===== config.mk =====
export PLATFORM = sky130hd
export DESIGN_NAME = lite_bus_master
export DESIGN_NICKNAME = d
export VERILOG_FILES = /design/src/rtl/lite_bus_master.sv
export SDC_FILE = /design/constraint.sdc
export NUM_CORES = 1
export LEC_CHECK = 0
export ABC_CLOCK_PERIOD_IN_PS = 7600
export CAP_MARGIN = 20
export CORE_AREA = 2 2 129 143
export DETAILED_ROUTE_END_ITERATION = 8
export DIE_AREA = 0 0 131 145
export GPL_TIMING_DRIVEN = 0
export PLACE_DENSITY_LB_ADDON = 0.1
export REMOVE_ABC_BUFFERS = 1
export SYNTH_ARGS = -nofsm -noshare
export SYNTH_HDL_FRONTEND = slang
export SYNTH_SLANG_ARGS = --single-unit

===== constraint.sdc =====
create_clock -name user_clk -period 7.6 [get_ports user_clk]
set_input_delay 1.14 -clock user_clk [delete_from_list [all_inputs] [get_ports user_clk]]
set_output_delay 1.14 -clock user_clk [all_outputs]
set_load 0.05 [all_outputs]

===== src/rtl/lite_bus_master.sv =====
// Xillybus Lite bus initiator: valid/ready commands become single registered wren/rden pulses.
// Writes issue one per cycle; a read holds cmd_ready low until its response is taken on rsp_ready.
module lite_bus_master #(
  parameter int unsigned RD_LATENCY = 1
) (
  input  logic        user_clk,
  input  logic        user_rst,
  input  logic        cmd_valid,
  output logic        cmd_ready,
  input  logic        cmd_write,
  input  logic [31:0] cmd_addr,
  input  logic [3:0]  cmd_wstrb,
  input  logic [31:0] cmd_wdata,
  output logic        rsp_valid,
  input  logic        rsp_ready,
  output logic [31:0] rsp_rdata,
  output logic        user_wren,
  output logic [3:0]  user_wstrb,
  output logic        user_rden,
  output logic [31:0] user_addr,
  output logic [31:0] user_wr_data,
  input  logic [31:0] user_rd_data,
  input  logic        user_irq,
  output logic        irq_pending,
  input  logic        irq_clear,
  output logic        busy
);

  typedef enum logic [2:0] {
    IDLE = 3'd0,
    WR   = 3'd1,
    RD   = 3'd2,
    WAIT = 3'd3,
    RESP = 3'd4
  } state_t;

  typedef struct packed {
    logic        wren;
    logic        rden;
    logic [3:0]  wstrb;
    logic [31:0] addr;
    logic [31:0] wr_data;
  } bus_t;

  localparam logic [3:0] CNT_LOAD = 4'(RD_LATENCY - 1);

  state_t      state, state_nxt;
  bus_t        bus_q, bus_nxt;
  logic [3:0]  cnt_q, cnt_nxt;
  logic        rsp_vld_q, rsp_vld_nxt;
  logic [31:0] rsp_dat_q, rsp_dat_nxt;
  logic        cmd_rdy_q, cmd_rdy_nxt;
  logic        irq_q, irq_pend_q, irq_pend_nxt;
  logic        cmd_fire;
  logic        addr_lsb_unused;

  assign cmd_fire        = cmd_valid & cmd_rdy_q;
  assign addr_lsb_unused = ^cmd_addr[1:0];

  always_ff @(posedge user_clk or posedge user_rst) begin
    if (user_rst) begin
      state      <= IDLE;
      bus_q      <= '0;
      cnt_q      <= '0;
      rsp_vld_q  <= 1'b0;
      rsp_dat_q  <= '0;
      cmd_rdy_q  <= 1'b0;
      irq_q      <= 1'b0;
      irq_pend_q <= 1'b0;
    end else begin
      state      <= state_nxt;
      bus_q      <= bus_nxt;
      cnt_q      <= cnt_nxt;
      rsp_vld_q  <= rsp_vld_nxt;
      rsp_dat_q  <= rsp_dat_nxt;
      cmd_rdy_q  <= cmd_rdy_nxt;
      irq_q      <= user_irq;
      irq_pend_q <= irq_pend_nxt;
    end
  end

  always_comb begin
    state_nxt     = state;
    bus_nxt       = bus_q;
    bus_nxt.wren  = 1'b0;
    bus_nxt.rden  = 1'b0;
    bus_nxt.wstrb = 4'h0;
    cnt_nxt       = cnt_q;
    rsp_vld_nxt   = rsp_vld_q;
    rsp_dat_nxt   = rsp_dat_q;

    case (state)
      IDLE, WR: begin
        state_nxt = IDLE;
        if (cmd_fire) begin
          bus_nxt.addr = {cmd_addr[31:2], 2'b00};
          if (cmd_write) begin
            state_nxt       = WR;
            bus_nxt.wren    = 1'b1;
            bus_nxt.wstrb   = cmd_wstrb;
            bus_nxt.wr_data = cmd_wdata;
          end else begin
            state_nxt    = RD;
            bus_nxt.rden = 1'b1;
          end
        end
      end
      RD: begin
        state_nxt = WAIT;
        cnt_nxt   = CNT_LOAD;
      end
      WAIT: begin
        if (cnt_q == 4'd0) begin
          state_nxt   = RESP;
          rsp_vld_nxt = 1'b1;
          rsp_dat_nxt = user_rd_data;
        end else begin
          cnt_nxt = cnt_q - 4'd1;
        end
      end
      RESP: begin
        if (rsp_ready) begin
          state_nxt   = IDLE;
          rsp_vld_nxt = 1'b0;
        end
      end
      default: begin
        state_nxt = IDLE;
      end
    endcase
  end

  // Registered ready follows the state we are about to enter, so no input reaches cmd_ready.
  assign cmd_rdy_nxt = (state_nxt == IDLE) || (state_nxt == WR);

  // A fresh rising edge outranks a simultaneous clear; a held-high level cannot re-arm it.
  assign irq_pend_nxt = (user_irq & ~irq_q) ? 1'b1 :
                        irq_clear           ? 1'b0 : irq_pend_q;

  assign cmd_ready    = cmd_rdy_q;
  assign rsp_valid    = rsp_vld_q;
  assign rsp_rdata    = rsp_dat_q;
  assign user_wren    = bus_q.wren;
  assign user_rden    = bus_q.rden;
  assign user_wstrb   = bus_q.wstrb;
  assign user_addr    = bus_q.addr;
  assign user_wr_data = bus_q.wr_data;
  assign irq_pending  = irq_pend_q;
  assign busy         = (state != IDLE);

endmodule


-- Word level (Yosys, flattened, before mapping)
Index checks and enable logic that the tools add are counted.
- bits in registers: 111
- bits in latches: 0
- bits in writable memories: 0
- ROM bits: 0
- output and inout bits: 106
- word-level logic and storage cells: 56
- memories kept: 0
- $add $sub $neg: 1
- multiply operators: 0
- div/mod/pow operators: 0
- order comparisons: 0
- eq/ne operators: 8
- shift-type cells: 0
- multiplexer cells: 18
- bitwise operators: 3
- reduce and logical (&&, ||, !) cells: 14
- operators with widths (cell ; number):
    70-bit two-way mux ; 2
    32-bit two-way mux ; 1
    3-bit case mux with 4 select lines ; 1
    4-bit two-way mux ; 2
    4-bit case mux with 2 select lines ; 1
    3-bit by 1-bit == test with 1-bit output, second input constant ; 2
    3-bit by 2-bit == test with 1-bit output, second input constant ; 2
    3-bit logical NOT ; 2
    1-bit two-way mux ; 6
    3-bit two-way mux ; 2
    2-bit inequality test, second input constant ; 3
    2-bit AND reduction ; 3
    3-bit AND reduction ; 2
    2-bit nonzero test ; 3
    4-bit logical NOT ; 1
    2-bit two-way mux ; 2
    4-bit by 1-bit subtractor with 4-bit output, second input constant ; 1
    3-bit == test, second input constant ; 1
    3-bit nonzero test ; 1
    1-bit bitwise AND ; 2
    1-bit case mux with 2 select lines ; 1
    2-bit OR reduction ; 1
    1-bit logical OR ; 1
    1-bit inverter ; 1

-- Longest topological paths before layout
Gate-level depths: netlist (run 1).
- depth after elaboration: 5
- gate-level depth with buffers: 6
- depth with buffers taken out: 5

-- Least setup slack after synthesis (run 1)
No wires, ideal clock.
- path kind: input to register
- start point: input cmd_valid
- end point: register bus_q (netlist bit user_wr_data[10])
- arrival: 2163 ps
- data required time: 7475 ps
- slack: 5312 ps
- stages on the path: 6
- cell sequence: and4bb_1 buf_6 and2_4 buf_6 buf_6 mux2_4
- word-level cells in the longest chain between the ends: 2
- RTL lines (what ; RTL line ; source):
    start: declaration ; 8 ; input logic cmd_valid,
    1-bit bitwise AND ; 57 ; assign cmd_fire = cmd_valid & cmd_rdy_q;
    3-bit AND reduction (no line) ; -- ;
    end signal: assignment ; 72 ; bus_q <= bus_nxt;
    end: declaration ; 48 ; bus_t bus_q, bus_nxt;
Every way passes these cells.
A chain may end at the register's enable or synchronous reset.

-- Worst setup path in the final report (run 1)
- start point: input cmd_valid
- end point: register bus_q (netlist bit user_wr_data[27])
Same word-level chain as after synthesis.

==> flow_metrics.py, run 1 <==
metrics = {
    "drt": {
        "drc_errors": 0,
        "final_antenna_net_count": 0,
        "route.met3.wl_um": 710,
        "num_vias": 2872,
        "wl_met1_mm": 4.33,
        "dr.first_iter.drc_count": 70,
        "wl_met2_mm": 5.72,
        "dr.pass1.iters": 4,
        "wl_mm": 11.0,
        "wl_per_cell_um": 15.4,
        "top_layer": "met4",
        "viasPerCell": 4.02,
    },
    "die": {
        "rows": 51,
        "core_mm2": 0.0175,
        "die_w_um": 131,
        "chipHeight_um": 145,
        "start_util_pct": 24.6,
        "dieArea_mm2": 0.0190,
        "io_pins": 213,
    },
    "worst_hold_path": {
        "hold_path.class": "reg2reg",
    },
    "sta": {
        "slew_viol_final": 0,
        "finalSetupTns_ns": 0,
        "layout_setup_ws_ns": 4.26,
        "finalSetupViolCount": 0,
        "rsz0062_at_grt": "false",
        "finalCriticalPeriod_ns": 3.34,
        "hold_slack_ns": 0.441,
        "finalCritPeriodShare_pct": 43.9,
        "clock_skew_ns": 0.00723,
        "worst_pin_slew_ns": 0.940,
        "fmax_ghz": 0.300,
        "slew-limit-headroom_pct": 37.3,
        "hold_viol": 0,
    },
    "clocking": {
        "cts_hold_buf": 0,
        "post_cts_buffers": 0,
        "h-tree-depth": 3,
        "numCtsBuffers": 9,
        "cts_tree": "yes",
        "clockRootBuffer": "clkbuf_16",
        "insertion_delay_ns": 0.35,
        "clkTransAtPathRegs_ns": 0.08,
        "cts.repair.resized": 0,
        "numClockSinks": 111,
        "ctsLongestPathBuffers": 2,
    },
    "placement": {
        "gp_congestion": 0.665,
        "dpl_cell_area_mm2": 0.00666,
        "dp.cells": 699,
        "dp_slack_ns": 3.84,
        "io_buffer_count": 208,
        "dpl.hpwl_mm": 7.80,
    },
    "critical_path": {
        "crit_required_ns": 7.84,
        "worstSetupEndpointType": "register",
        "worst_ep_arrival_time_ns": 3.58,
        "cp_max_fo": 36,
        "crit_type": "in2reg",
        "start_kind": "primary input",
    },
    "power_and_ir_drop": {
        "p_leak_nw": 2.91,
        "power.total_mw": 3.64,
        "cellPowerDensity_mw_per_mm2": 522,
        "power_frac_comb_pct": 58.3,
        "power.switching_mw": 1.68,
        "p_int_mw": 1.96,
        "p_clk_share_pct": 13.7,
        "ir_worst_vdd_mv": 0.197,
        "seqPwrFrac_pct": 28.0,
        "swShare_pct": 46.1,
    },
    "synthesis": {
        "synth_area_leaders": "dfrtp_1, mux2_2, mux2_4",
        "ys_ff_latch": 111,
        "yosysWarnings": 0,
        "synthTopCellsByCount": "dfrtp_1, mux2_2, mux2_4",
        "avgSynthCellArea_um2": 16.4,
        "yosysTopAreaCellShare_pct": 64.4,
        "synthMostInstantiatedCell": "dfrtp_1",
        "synth-edff-count": 0,
        "synthArstFlopShare_pct": 100,
        "synth.distinct_cells": 27,
        "synth_ff_type": "dfrtp_1",
        "synth_cells": 263,
        "synth_area_mm2": 0.00432,
        "yosysTopAreaCell": "dfrtp_1",
        "yosysSeqAreaShare_pct": 64.4,
    },
    "final_layout": {
        "diodes": 0,
        "finalInstanceArea_mm2": 0.00696,
        "finalCoreUtilization_pct": 39.7,
        "n_fill_cell": 1658,
        "layout-drive-gt1-share_pct": 24.5,
        "fin_cells": 715,
        "syn_to_final_growth_pct": 61.3,
        "multi_input_area_mm2": 0.00141,
        "regArea_mm2": 0.00278,
        "layout.nets": 580,
    },
    "run": {
        "drv_cap": 0,
    },
    "outcome": {
        "status": "completed",
    },
    "global_route": {
        "grt_pass1_wl_mm": 17.0,
        "overflow": 0,
        "antenna_found_initial": 0,
        "grt_usage_pct": 11.8,
        "grt_pass1_vias": 3057,
        "grt_max_degree": 82,
    },
}
placed cells by master (no fill, tap or decap), drive strengths merged:
cell type | synthesis | final
o21ai | 2 | 2
conb | 1 | 2
clkdlybuf4s50 | 0 | 208
bufinv | 0 | 1
inv | 7 | 10
clkbuf | 0 | 9
or2 | 2 | 2
and2 | 1 | 1
nor2b | 3 | 3
buf | 13 | 2
or4 | 2 | 2
nor2 | 3 | 3
nand2 | 3 | 3
clkinv | 0 | 3
and3 | 4 | 4
mux2 | 94 | 94
a311oi | 1 | 1
a21oi | 5 | 5
a21boi | 1 | 1
o22ai | 1 | 1
or3 | 2 | 2
dfrtp | 111 | 111
mux2i | 2 | 2
nand2b | 2 | 2
ha | 1 | 1
and4bb | 2 | 2
kinds of logic after synthesis:
group	share of synthesized area [%]
flip-flops	64.4
multiplexers	27.4
AND/OR/NAND/NOR	3.54
buffers and inverters	2.96
AO/OA/AOI/OAI	1.33
adder cells (fa/ha/maj)	0.290
other	0.0869
power groups by stage:
| stage | Clock [mW] | Combinational [mW] | Sequential (mW) |
|---|---|---|---|
| 6_report | 0.497 | 2.12 | 1.02 |
| 5_1_grt | 0.547 | 2.21 | 1.06 |
| 4_1_cts | 0.520 | 2.15 | 1.02 |
| 3_5_place_dp | 0 | 2.14 | 1.03 |
| 3_3_place_gp | 0 | 2.12 | 1.02 |
| 2_1_floorplan | 0 | 0.470 | 1.96 |
worst max-delay path, cell delays in order:
cell and delay, ns:
clkdlybuf4s50_1 0.46, and4bb_2 0.86, and2_4 0.68, mux2_2 0.40
cell type report:
type,count,area share [%]
multi-input combinational,133,20.3
sequential,111,39.9
clock inverter,7,1.13
timing repair buffer,210,30.7
tap,238,4.28
clock buffer,9,3.24
inverter,7,0.449
worst paths after layout:
path	endpoint	slack, ns	cells after the start	from
max	user_wr_data[27]	4.26	4	cmd_valid
min	irq_pending	0.44	1	irq_q
max reg2reg	user_wr_data[27]	4.98	3	state[2]
min reg2reg	irq_pending	0.44	1	irq_q
max in group asynchronous	user_rden	5.73	3	user_rst
min in group asynchronous	rsp_rdata[22]	1.13	2	user_rst
registers in the layout, indices dropped and copies added, names as in the netlist:
name	flops
rsp_rdata	32
user_wr_data	32
user_addr	30
cnt_q	4
user_wstrb	4
state	3
cmd_ready	1
irq_pending	1
irq_q	1
rsp_valid	1
user_rden	1
user_wren	1
metal layers:
metal | track usage, % | vias up
met2 | 20.0 | 101
li1 | - | 1320
met1 | 13.7 | 1437
met5 | 0 | -
met3 | 3.32 | 14
met4 | 5.53 | 0
(Power assumes the default switching activity.)
==> run 2, diff against run 1 <==
- ABC_CLOCK_PERIOD_IN_PS: 7600 -> 3200
- clock period: 7.6 -> 3.2 ns (I/O delays scaled with it)
==> results of run 2 <==
Same layout as run 1 (identical final DEF). Status: completed.
Main changes from that run: setup slack after placement 3.84 ns -> 0.104 ns; setup slack after layout 4.26 ns -> 0.523 ns; register-to-register setup slack 4.98 ns -> 0.58 ns; total power 3.64 mW -> 8.63 mW; worst IR drop on VDD 0.197 mV -> 0.467 mV
